===== src/rtl/sub24_seq_if.sv =====
// Operand and result handshake bundle for the segmented 24-bit subtractor.
// master drives operands and accepts results; slave is the subtractor.
interface sub24_seq_if #(
    parameter int W = 24
);
    logic         in_valid;
    logic         in_ready;
    logic [W-1:0] A;
    logic [W-1:0] B;
    logic         b0;
    logic         out_valid;
    logic         out_ready;
    logic [W-1:0] D;
    logic         b24;
    logic         sx;

    modport master (
        output in_valid, A, B, b0, out_ready,
        input  in_ready, out_valid, D, b24, sx
    );

    modport slave (
        input  in_valid, A, B, b0, out_ready,
        output in_ready, out_valid, D, b24, sx
    );
endinterface


===== src/rtl/sub24_seq.sv =====
// Multi-cycle 24-bit subtractor: one SEG_W-bit segment per clock,
// borrow rippled through a register, sx flags inter-segment borrows.
module sub24_seq #(
    parameter int SEG_W = 8,
    parameter int NSEG  = 3
) (
    input  logic        clk,
    input  logic        rst_n,
    sub24_seq_if.slave  bus
);
    localparam int W  = SEG_W * NSEG;
    localparam int CW = (NSEG > 1) ? $clog2(NSEG) : 1;

    typedef enum logic [1:0] {IDLE, CALC, DONE} state_t;

    state_t          state_q;
    logic [CW-1:0]   cnt_q;
    logic            borrow_q;
    logic [W-1:0]    a_q;
    logic [W-1:0]    b_q;
    logic [W-1:0]    res_q;
    logic [W-1:0]    res_d;
    logic            b24_q;
    logic            sx_q;
    logic            in_ready_q;
    logic            out_valid_q;

    logic [SEG_W-1:0] seg_a;
    logic [SEG_W-1:0] seg_b;
    logic [SEG_W:0]   diff;
    logic             last;

    // Select the active segment, subtract it, and splice it into the result.
    always_comb begin
        seg_a = '0;
        seg_b = '0;
        for (int i = 0; i < NSEG; i++) begin
            if (cnt_q == CW'(i)) begin
                seg_a = a_q[i*SEG_W +: SEG_W];
                seg_b = b_q[i*SEG_W +: SEG_W];
            end
        end
        diff  = {1'b0, seg_a} - {1'b0, seg_b}
              - {{SEG_W{1'b0}}, borrow_q};
        res_d = res_q;
        for (int i = 0; i < NSEG; i++) begin
            if (cnt_q == CW'(i)) begin
                res_d[i*SEG_W +: SEG_W] = diff[SEG_W-1:0];
            end
        end
        last = (cnt_q == CW'(NSEG - 1));
    end

    // Control FSM with registered handshake and result outputs.
    always_ff @(posedge clk or negedge rst_n) begin
        if (!rst_n) begin
            state_q     <= IDLE;
            cnt_q       <= '0;
            borrow_q    <= 1'b0;
            a_q         <= '0;
            b_q         <= '0;
            res_q       <= '0;
            b24_q       <= 1'b0;
            sx_q        <= 1'b0;
            in_ready_q  <= 1'b1;
            out_valid_q <= 1'b0;
        end else begin
            case (state_q)
                IDLE: begin
                    if (bus.in_valid && in_ready_q) begin
                        a_q        <= bus.A;
                        b_q        <= bus.B;
                        borrow_q   <= bus.b0;
                        res_q      <= '0;
                        sx_q       <= 1'b0;
                        cnt_q      <= '0;
                        in_ready_q <= 1'b0;
                        state_q    <= CALC;
                    end
                end
                CALC: begin
                    res_q    <= res_d;
                    borrow_q <= diff[SEG_W];
                    cnt_q    <= cnt_q + CW'(1);
                    if (!last && diff[SEG_W]) begin
                        sx_q <= 1'b1;
                    end
                    if (last) begin
                        b24_q       <= diff[SEG_W];
                        out_valid_q <= 1'b1;
                        state_q     <= DONE;
                    end
                end
                DONE: begin
                    if (bus.out_ready) begin
                        out_valid_q <= 1'b0;
                        in_ready_q  <= 1'b1;
                        state_q     <= IDLE;
                    end
                end
                default: begin
                    state_q <= IDLE;
                end
            endcase
        end
    end

    assign bus.in_ready  = in_ready_q;
    assign bus.out_valid = out_valid_q;
    assign bus.D         = res_q;
    assign bus.b24       = b24_q;
    assign bus.sx        = sx_q;
endmodule


===== src/flat_wrapper.sv =====
// flat-port wrapper written by rule: the top's interface ports become plain ports
module sub24_seq_flat 
#(
    parameter int SEG_W = 8,
    parameter int NSEG  = 3
)
  (clk, rst_n, bus_in_valid, bus_A, bus_B, bus_b0, bus_out_ready, bus_in_ready, bus_out_valid, bus_D, bus_b24, bus_sx);
  sub24_seq_if #(.W(24)) bus_i ();
  input  logic clk;
  input  logic rst_n;
  input wire logic [$bits(bus_i.in_valid)-1:0] bus_in_valid;
  input wire logic [$bits(bus_i.A)-1:0] bus_A;
  input wire logic [$bits(bus_i.B)-1:0] bus_B;
  input wire logic [$bits(bus_i.b0)-1:0] bus_b0;
  input wire logic [$bits(bus_i.out_ready)-1:0] bus_out_ready;
  output wire logic [$bits(bus_i.in_ready)-1:0] bus_in_ready;
  output wire logic [$bits(bus_i.out_valid)-1:0] bus_out_valid;
  output wire logic [$bits(bus_i.D)-1:0] bus_D;
  output wire logic [$bits(bus_i.b24)-1:0] bus_b24;
  output wire logic [$bits(bus_i.sx)-1:0] bus_sx;
  assign bus_i.in_valid = bus_in_valid;
  assign bus_i.A = bus_A;
  assign bus_i.B = bus_B;
  assign bus_i.b0 = bus_b0;
  assign bus_i.out_ready = bus_out_ready;
  assign bus_in_ready = bus_i.in_ready;
  assign bus_out_valid = bus_i.out_valid;
  assign bus_D = bus_i.D;
  assign bus_b24 = bus_i.b24;
  assign bus_sx = bus_i.sx;
  sub24_seq #(.SEG_W(SEG_W), .NSEG(NSEG)) u_core (.clk(clk), .rst_n(rst_n), .bus(bus_i));
endmodule

===== config.mk =====
export PLATFORM = sky130hd
export DESIGN_NAME = sub24_seq_flat
export DESIGN_NICKNAME = d
export VERILOG_FILES = /design/src/rtl/sub24_seq_if.sv /design/src/rtl/sub24_seq.sv /design/src/flat_wrapper.sv
export SDC_FILE = /design/constraint.sdc
export NUM_CORES = 1
export LEC_CHECK = 0
export CORE_UTILIZATION = 51
export DETAILED_ROUTE_END_ITERATION = 7
export GPL_ROUTABILITY_DRIVEN = 0
export PLACE_DENSITY = 0.89
export SYNTH_ARGS = -nofsm -noshare
export SYNTH_HDL_FRONTEND = slang
export SYNTH_SLANG_ARGS = --single-unit

===== constraint.sdc =====
create_clock -name clk -period 4.4 [get_ports clk]
set_input_delay 0.44 -clock clk [delete_from_list [all_inputs] [get_ports clk]]
set_output_delay 0.44 -clock clk [all_outputs]
set_load 0.02 [all_outputs]

Word-level counts from Yosys, hierarchy flattened. Index checks and enable logic that the tools add are counted.

Flip-flop bits (word level): 81. Input port bits: 53. Output and inout port bits: 28. Word-level logic and storage cells: 70.

$add $sub $neg: 3. Equality and inequality tests: 10. Muxes and demuxes: 27. Reduce and logical (&&, ||, !) cells: 18.

Operator list (number): $mux W8 (9); $pmux W24 S2 (1); $mux W24 (1); $reduce_and A3 Y1 (7); $ne A2 B1 Y1 const B (5); $sub A8 B8 Y9 (1); $sub A9 B1 Y9 (1); $mux W2 (4); $pmux W1 S2 (4); $mux W1 (6); $pmux W2 S3 (1); $reduce_and A2 Y1 (3); $reduce_bool A2 Y1 (3); $eq A2 B1 Y1 const B (2); $eq A2 B2 Y1 const B (2); $logic_not A2 Y1 (2); $pmux W2 S2 (1); $add A2 B1 Y2 const B (1); $logic_and A1 B1 Y1 (2); $ne A2 B2 Y1 const B (1); $logic_not A1 Y1 (1).

Longest topological paths before layout. Gate-level depths: netlist of run 1.

Depth in word-level cells: 9. Mapped depth: 16. Depth with buffers taken out: 14.

Worst setup path before layout of run 1. OpenSTA, ideal clock, no wires.

Kind: flip-flop to flip-flop. Start: register u_core.cnt_q[0]. End: register u_core.sx_q (netlist: u_core.bus.sx). Setup time: 0.095 ns. Data arrival time: 3.386 ns. Required time: 4.305 ns. Setup slack: 0.919 ns. Stages on the path, launching flop included: 15. Buffers on the path: 2. Clock period less this slack: 3.481 ns. Cell sequence: dfrtp_1 -> ha_1 -> buf_2 -> nor2b_1 -> clkbuf_1 -> a22oi_1 -> o21ai_0 -> fa_1 -> inv_1 -> fa_1 -> nand2b_1 -> a2111oi_4 -> o31ai_1 -> xor2_1 -> o31ai_1.

Longest elaborated chain between the ends: 9. Elaborated cells on any way between the ends: 15. Classes of those cells: 2 x add/sub; 3 x eq/ne; 6 x mux; 4 x reduce/logical.

RTL lines: start: declaration (RTL line sub24_seq.sv:17) `logic [CW-1:0] cnt_q;`; start signal: assignment (RTL line sub24_seq.sv:84) `cnt_q <= cnt_q + CW'(1);`; $logic_not A2 Y1 (RTL line sub24_seq.sv:38) `if (cnt_q == CW'(i)) begin`; $mux W8 (3 in a row) (RTL line sub24_seq.sv:38); $sub A8 B8 Y9 (RTL line sub24_seq.sv:43) `diff = {1'b0, seg_a} - {1'b0, seg_b}`; $sub A9 B1 Y9 (RTL line sub24_seq.sv:44) `- {{SEG_W{1'b0}}, borrow_q};`; $logic_and A1 B1 Y1 (*) (RTL line sub24_seq.sv:85) `if (!last && diff[SEG_W]) begin`; $ne A2 B1 Y1 (no line) (*); $reduce_and A3 Y1 (no line) (*); end signal: assignment (RTL line sub24_seq.sv:64) `sx_q <= 1'b0;`; end signal: assignment (RTL line sub24_seq.sv:75) `sx_q <= 1'b0;`; end signal: assignment (RTL line sub24_seq.sv:86) `sx_q <= 1'b1;`; end: declaration (RTL line sub24_seq.sv:24) `logic sx_q;`.

Mark *: on every way between the ends. The rest lies on a longest branch, timed or not. A chain may end at the register's enable or synchronous reset.

Final worst setup path of run 1. Ends and elaborated chain as after synthesis.

==> impl_results.md, run 1 <==
* Max clock buf depth at 2
* Initial Util at between 50 and 60%
* Clk pwr share at about 40%
* DR iter-0 viols at 198
* Layout cells sized above 1 at 5.90%
* Vias in the first global route at around 3,400
* Num rows at 31
* VDD IR max at 131 uV
* Seq/Total Area, Yosys at 51.3%
* Setup CP Type: register to register
* Synthesized area at around 0.0040 mm2
* Fmax at ~0.27 GHz
* Post-CTS sizing at 0
* First-pass GRT wire length at 15,600 um
* # Max-Cap Violations at 0
* Drt wl/cell at 14.7 um
* HPWL after DPL at 6650 um
* R2R Setup Slk at 0.64 ns
* Nets@finish at 590
* Final worst-path cycle share at 85.5%
* Clock sink count at 81
* Die Ht at roughly 90 um
* R2r startpoint: u_core.cnt_q[0]$_DFFE_PN0P_
* Layout area overhead at 26.9%
* Final setup fails at 0
* DRC viols at 0
* Syn Area/Cell at 8.84 um2
* Syn Nets at 517
* CTS buffer count at 9
* Arrival time worst endpoint at roughly 4 ns
* Global Route Usage Sum at 23.9%
* Worst-path fanout max at 9
* H-Tree Depth at 3
* Status: complete, no violations
* Pin count of the biggest net entering global routing at 82
* Slew HR at 24.5%
* Pint at 0.00108 W
* Reg2reg end: u_core.bus.sx$_DFFE_PN0P_
* Unrepaired setup endpoints after global routing: no
* Crit. End Element: register
* Switching share of total power at 20.8%
* Primary FF master, synth: dfrtp_1
* Logic pwr share at 4.5%
* Setup bufs post-CTS at 0
* GRT Residual Overflow at 0
* Static Leakage at approximately 2.5 nW
* Post-Route WL at 9180 um
* Initial antenna violation count at 0
* Worst stage delay on the critical path at between 0.5 and 0.6 ns
* Fin Hold WS at 0.254 ns
* Cell Pwr Density at 271 mW/mm2
* Clk slew on worst S/H paths at 0.08 ns
* Core ar. at 0.00737 mm2
* Startpoint types: register
* Hold Crit Class: input port to async pin
* Worst path slowest cell: nor2b_1
* Yosys cell types at 37
* Root buf cell: clkbuf_8
* Worst-Margin Slew at 1.13 ns
* Hold Fails Final Rpt at 0
* Vias at between 3,000 and 4,000
* Io pins at 81
* Number of flops mapped to enable cells by yosys at 0
* P_sw at about 0.00028 W
* Clk_lat worst skew at 0.35 ns
* Post-route minimum period at 3.76 ns
* Avg Vias per Cell at 5.41
* Setup TNS at 0 ns
* Worst EP required at 4.65 ns
* Die width at 90.0 um
* Flop pwr share at 54.7%
* Diode count at 0
* #FFs+latches synth at 81
* TritonCTS clock tree: built
* Post-Syn Instances at 447
* Fin. max-slew vios at 0
* Worst R2R Path Depth at 13
* Worst clock skew at 0.00852 ns
* Crit path cell chain: inv_1 -> ha_1 -> nor2b_1 -> a22oi_1 -> o21ai_0 -> fa_1 -> inv_1 -> fa_1 -> nand2b_1 -> a2111oi_4 -> o31ai_1 -> xor2_1 -> o31ai_1
* Final Core Density at 68.1%
* Hold buffers post-CTS at 0
* Synth async-reset ratio at 100%
* Yosys warnings at 0
* Die Area at 0.00811 mm2
* Drt pass-1 iters at 5
* DRT antenna net count at 0
* Port bufs at 80
-- cells in the mapped netlist (all sizes together) (3+ instances only) --
cell | count | area, um2
a21oi | 21 | 109
a22oi | 15 | 113
a32o | 5 | 50.1
buf | 10 | 60.1
clkbuf | 15 | 56.3
dfrtp | 80 | 2000
ha | 15 | 188
inv | 15 | 56.3
mux2i | 3 | 30.0
nand2 | 185 | 694
nand2b | 3 | 18.8
nand3 | 7 | 35.0
nor2 | 13 | 48.8
nor2b | 3 | 26.3
o21ai | 20 | 100
o31ai | 14 | 105
or4 | 3 | 22.5
xor2 | 4 | 35.0
-- cell families after synthesis --
group | count (synthesis) | synth area share, %
adders and majority gates | 17 | 5.76
buffers and inverters | 40 | 4.37
xor gates and xnor gates | 6 | 1.33
DFF | 81 | 51.3
muxes | 3 | 0.760
AOI/OAI and AO/OA | 81 | 14.1
and+or+nand+nor | 219 | 22.4
-- cell type report --
cell class              count  area, um2
clock inverters             4       51.3
repair buffers             87        851
flip-flops and latches     81       2030
fillers                   575       2350
well taps                  99        124
multi-input cells         326       1750
clock buffers              12        155
inverters                  15       56.3
-- through the flow --
stage	setup WS (ns)	total power (W)	instances	cell area, um2
final	0.637	0.00136	624	5020
after detailed placement	0.723	0.000821	608	4810
after global placement	0.925	0.000820	608	4810
after floorplan	0.919	0.000760	447	3950
after global routing	0.374	0.00140	624	5020
after CTS	0.696	0.00137	624	5020
-- cell usage in the layout, fill, tap and decap left out, types with 2 or more instances in the layout --
| master | instances |
|---|---|
| a22oi_1 | 15 |
| nand2b_1 | 3 |
| nand2_1 | 185 |
| nand3_1 | 7 |
| fa_1 | 2 |
| xor2_1 | 4 |
| clkbuf_8 | 11 |
| a32o_1 | 5 |
| clkdlybuf4s50_1 | 79 |
| inv_1 | 15 |
| nor2b_1 | 2 |
| xnor2_1 | 2 |
| or4_1 | 3 |
| o21ai_0 | 20 |
| dfrtp_1 | 80 |
| ha_1 | 15 |
| buf_4 | 8 |
| mux2i_1 | 3 |
| nor2_1 | 13 |
| a21oi_1 | 20 |
| o31ai_1 | 14 |
-- worst max-delay path: cells and delay by family (launching register included) --
kind | cells | cell delay, ns
AO/OA/AOI/OAI | 5 | 1.25
adder cells (fa/ha/maj) | 3 | 0.90
AND/OR/NAND/NOR | 2 | 0.76
flip-flops | 1 | 0.42
XOR/XNOR | 1 | 0.18
buffers and inverters | 2 | 0.16
-- worst max-delay path by stage --
stage,cells after the start,endpoint,start,slack [ns]
floorplan,14,u_core.bus.sx$_DFFE_PN0P_,u_core.cnt_q[0]$_DFFE_PN0P_,0.92
global placement,13,u_core.bus.sx$_DFFE_PN0P_,u_core.cnt_q[0]$_DFFE_PN0P_,0.92
detailed placement,13,u_core.bus.sx$_DFFE_PN0P_,u_core.cnt_q[0]$_DFFE_PN0P_,0.72
CTS,13,u_core.bus.sx$_DFFE_PN0P_,u_core.cnt_q[0]$_DFFE_PN0P_,0.70
global route,13,u_core.bus.D[14]$_DFFE_PN0P_,u_core.cnt_q[0]$_DFFE_PN0P_,0.37
finish,13,u_core.bus.sx$_DFFE_PN0P_,u_core.cnt_q[0]$_DFFE_PN0P_,0.64
-- power by group through the flow --
stage	combinational [W]	sequential [W]	clock, W
finish	0.0000609	0.000744	0.000556
global route	0.0000666	0.000744	0.000591
CTS	0.0000623	0.000744	0.000559
detailed placement	0.0000620	0.000759	0
global placement	0.0000610	0.000759	0
floorplan	0.00000136	0.000759	0
-- layer usage --
layer / share of wire [%] / vias to the layer above / global-route usage [%]
met5: 0 / - / 0
met4: 2.1 / 0 / 10.9
met3: 6.1 / 20 / 3.98
met2: 50 / 139 / 40.2
met1: 42 / 1591 / 30.2
li1: - / 1625 / -
-- sequential cells by signal (all words and copies together), names as in the netlist, 2 cells and up --
| name | cells |
|---|---|
| u_core.cnt_q | 2 |
| u_core.b_q | 24 |
| u_core.state_q | 2 |
| u_core.a_q | 24 |
| u_core.bus.D | 24 |
(Power assumes the default switching activity.)
==> run 2: changes to the inputs <==
--- a/config.mk
+++ b/config.mk
@@ -8,6 +8,7 @@
 export CORE_UTILIZATION = 51
 export DETAILED_ROUTE_END_ITERATION = 7
 export GPL_ROUTABILITY_DRIVEN = 0
+export MAX_ROUTING_LAYER = met4
 export PLACE_DENSITY = 0.89
 export SYNTH_ARGS = -nofsm -noshare
 export SYNTH_HDL_FRONTEND = slang
==> impl_results.md, run 2 (same netlist as run 1, synthesis figures left out) <==
* Global Route Usage Sum at 24.6% (+0.71 points)
* DRC viols at 0 (unchanged)
* Post-CTS sizing at 0 (unchanged)
* Vias in the first global route at 3,356 (+0.060%)
* Startpoint types: register
* Initial Util at 53.6% (unchanged)
* VDD IR max at 132 uV (+0.49%)
* Clk_lat worst skew at 0.35 ns (about the same)
* Initial antenna violation count at 0 (unchanged)
* Nets@finish at 590 (unchanged)
* Post-Route WL at 9130 um (-0.61%)
* Drt wl/cell at 14.6 um (-0.61%)
* Worst clock skew at 0.00570 ns (-0.00282 ns)
* CTS buffer count at 9 (unchanged)
* Avg Vias per Cell at 5.42 (+0.30%)
* Io pins at 81 (unchanged)
* Hold Crit Class: input port to async pin
* Core ar. at 0.00737 mm2 (unchanged)
* Worst EP required at 4.66 ns (about the same)
* Cell Pwr Density at 271 mW/mm2 (-0.15%)
* Worst-path fanout max at 9 (unchanged)
* First-pass GRT wire length at 15,500 um (-0.13%)
* Fin. max-slew vios at 0 (unchanged)
* Vias at 3,385 (+0.30%)
* Final WS setup at 0.666 ns (+0.0285 ns)
* Num rows at 31 (unchanged)
* R2R Setup Slk at 0.67 ns (+0.03 ns)
* GRT Residual Overflow at 0 (unchanged)
* DR iter-0 viols at 182 (-8.1%)
* Clock sink count at 81 (unchanged)
* Most frequent cells in the layout: nand2_1, dfrtp_1, clkdlybuf4s50_1
* H-Tree Depth at 3 (unchanged)
* Port bufs at 80 (unchanged)
* Critical path origin: u_core.cnt_q[0]$_DFFE_PN0P_
* Die width at 90.0 um (unchanged)
* Setup WS pre-CTS at 0.723 ns (unchanged)
* Die Area at 0.00811 mm2 (unchanged)
* Static Leakage at 2.47 nW (unchanged)
* Hold buffers post-CTS at 0 (unchanged)
* Root buf cell: clkbuf_8
* Setup CP Type: register to register
* HPWL after DPL at 6650 um (unchanged)
* Final worst-path cycle share at 84.9% (-0.65 points)
* Fmax at 0.268 GHz (+0.76%)
* Unrepaired setup endpoints after global routing: no
* R2r startpoint: u_core.cnt_q[0]$_DFFE_PN0P_
* Die Ht at 90.0 um (unchanged)
* Layout cells sized above 1 at 5.90% (unchanged)
* Worst-Margin Slew at 1.15 ns (+0.0176 ns)
* Clk slew on worst S/H paths at 0.08 ns (about the same)
* Pin count of the biggest net entering global routing at 82 (unchanged)
* # Max-Cap Violations at 0 (unchanged)
* Layout area overhead at 26.9% (unchanged)
* Status: complete, no violations
* Hold Fails Final Rpt at 0 (unchanged)
* Final setup fails at 0 (unchanged)
* Crit. End Element: register
* Setup TNS at 0 ns (unchanged)
* Drt pass-1 iters at 5 (unchanged)
* DRT antenna net count at 0 (unchanged)
* Slew HR at 23.4% (-1.2 points)
* Most common cell after layout, fill and taps aside: nand2_1
* Arrival time worst endpoint at 3.99 ns (-0.03 ns)
* Max clock buf depth at 2 (unchanged)
* Diode count at 0 (unchanged)
* Setup bufs post-CTS at 0 (unchanged)
* Post-route minimum period at 3.73 ns (-0.0285 ns)
* TritonCTS clock tree: built
[run 2: cell counts in the layout (fill, tap and decap cells not counted)]
Identical to the previous run, type by type.
[run 2: critical path, stage by stage, from the launching register on]
cell and delay [ns]:
dfrtp_1 0.41, inv_1 0.10, ha_1 0.27, nor2b_1 0.53, a22oi_1 0.14, o21ai_0 0.29, fa_1 0.22, inv_1 0.06
fa_1 0.41, nand2b_1 0.23, a2111oi_4 0.43, o31ai_1 0.17, xor2_1 0.17, o31ai_1 0.20
[run 2: power breakdown]
group | switching (W) | internal (W)
sequential | 0 | 0.000744
combinational | 0.0000204 | 0.0000405
clock | 0.000260 | 0.000293
total | 0.000281 | 0.00108
[run 2: through the flow]
stage	hold slack [ns]	util [%]	instance area [um2]	power (W)	std cells
after floorplan	0.144	-	3950	0.000760	447
after global placement	0.459	65.3	4810	0.000820	608
after detailed placement	0.463	65.3	4810	0.000821	608
after CTS	0.288	68.1	5020	0.00137	624
after global routing	0.344	68.1	5020	0.00140	624
final	0.252	68.1	5020	0.00136	624
[run 2: layout make-up]
type	instances	area, um2
clock buffer	12	155
clock inverter	4	51.3
multi-input combinational	326	1750
sequential	81	2030
timing repair buffer	87	851
inverter	15	56.3
tap	99	124
fill	575	2350
[run 2: final timing paths]
path	cells after the start	to
max in group asynchronous	1	u_core.a_q[8]$_DFFE_PN0P_
hold reg to reg	2	u_core.bus.D[21]$_DFFE_PN0P_
hold / removal	1	u_core.bus.D[4]$_DFFE_PN0P_
setup / recovery	13	u_core.bus.sx$_DFFE_PN0P_
setup reg to reg	13	u_core.bus.sx$_DFFE_PN0P_
min in group clk	2	u_core.bus.D[21]$_DFFE_PN0P_
[run 2: routing by layer]
layer | wire, um | track usage [%] | part of all wire (%)
met5 | 0 | - | 0
met4 | 245 | 10.9 | 2.7
met3 | 455 | 3.89 | 5.0
met2 | 4540 | 40.5 | 50
met1 | 3890 | 30.0 | 43
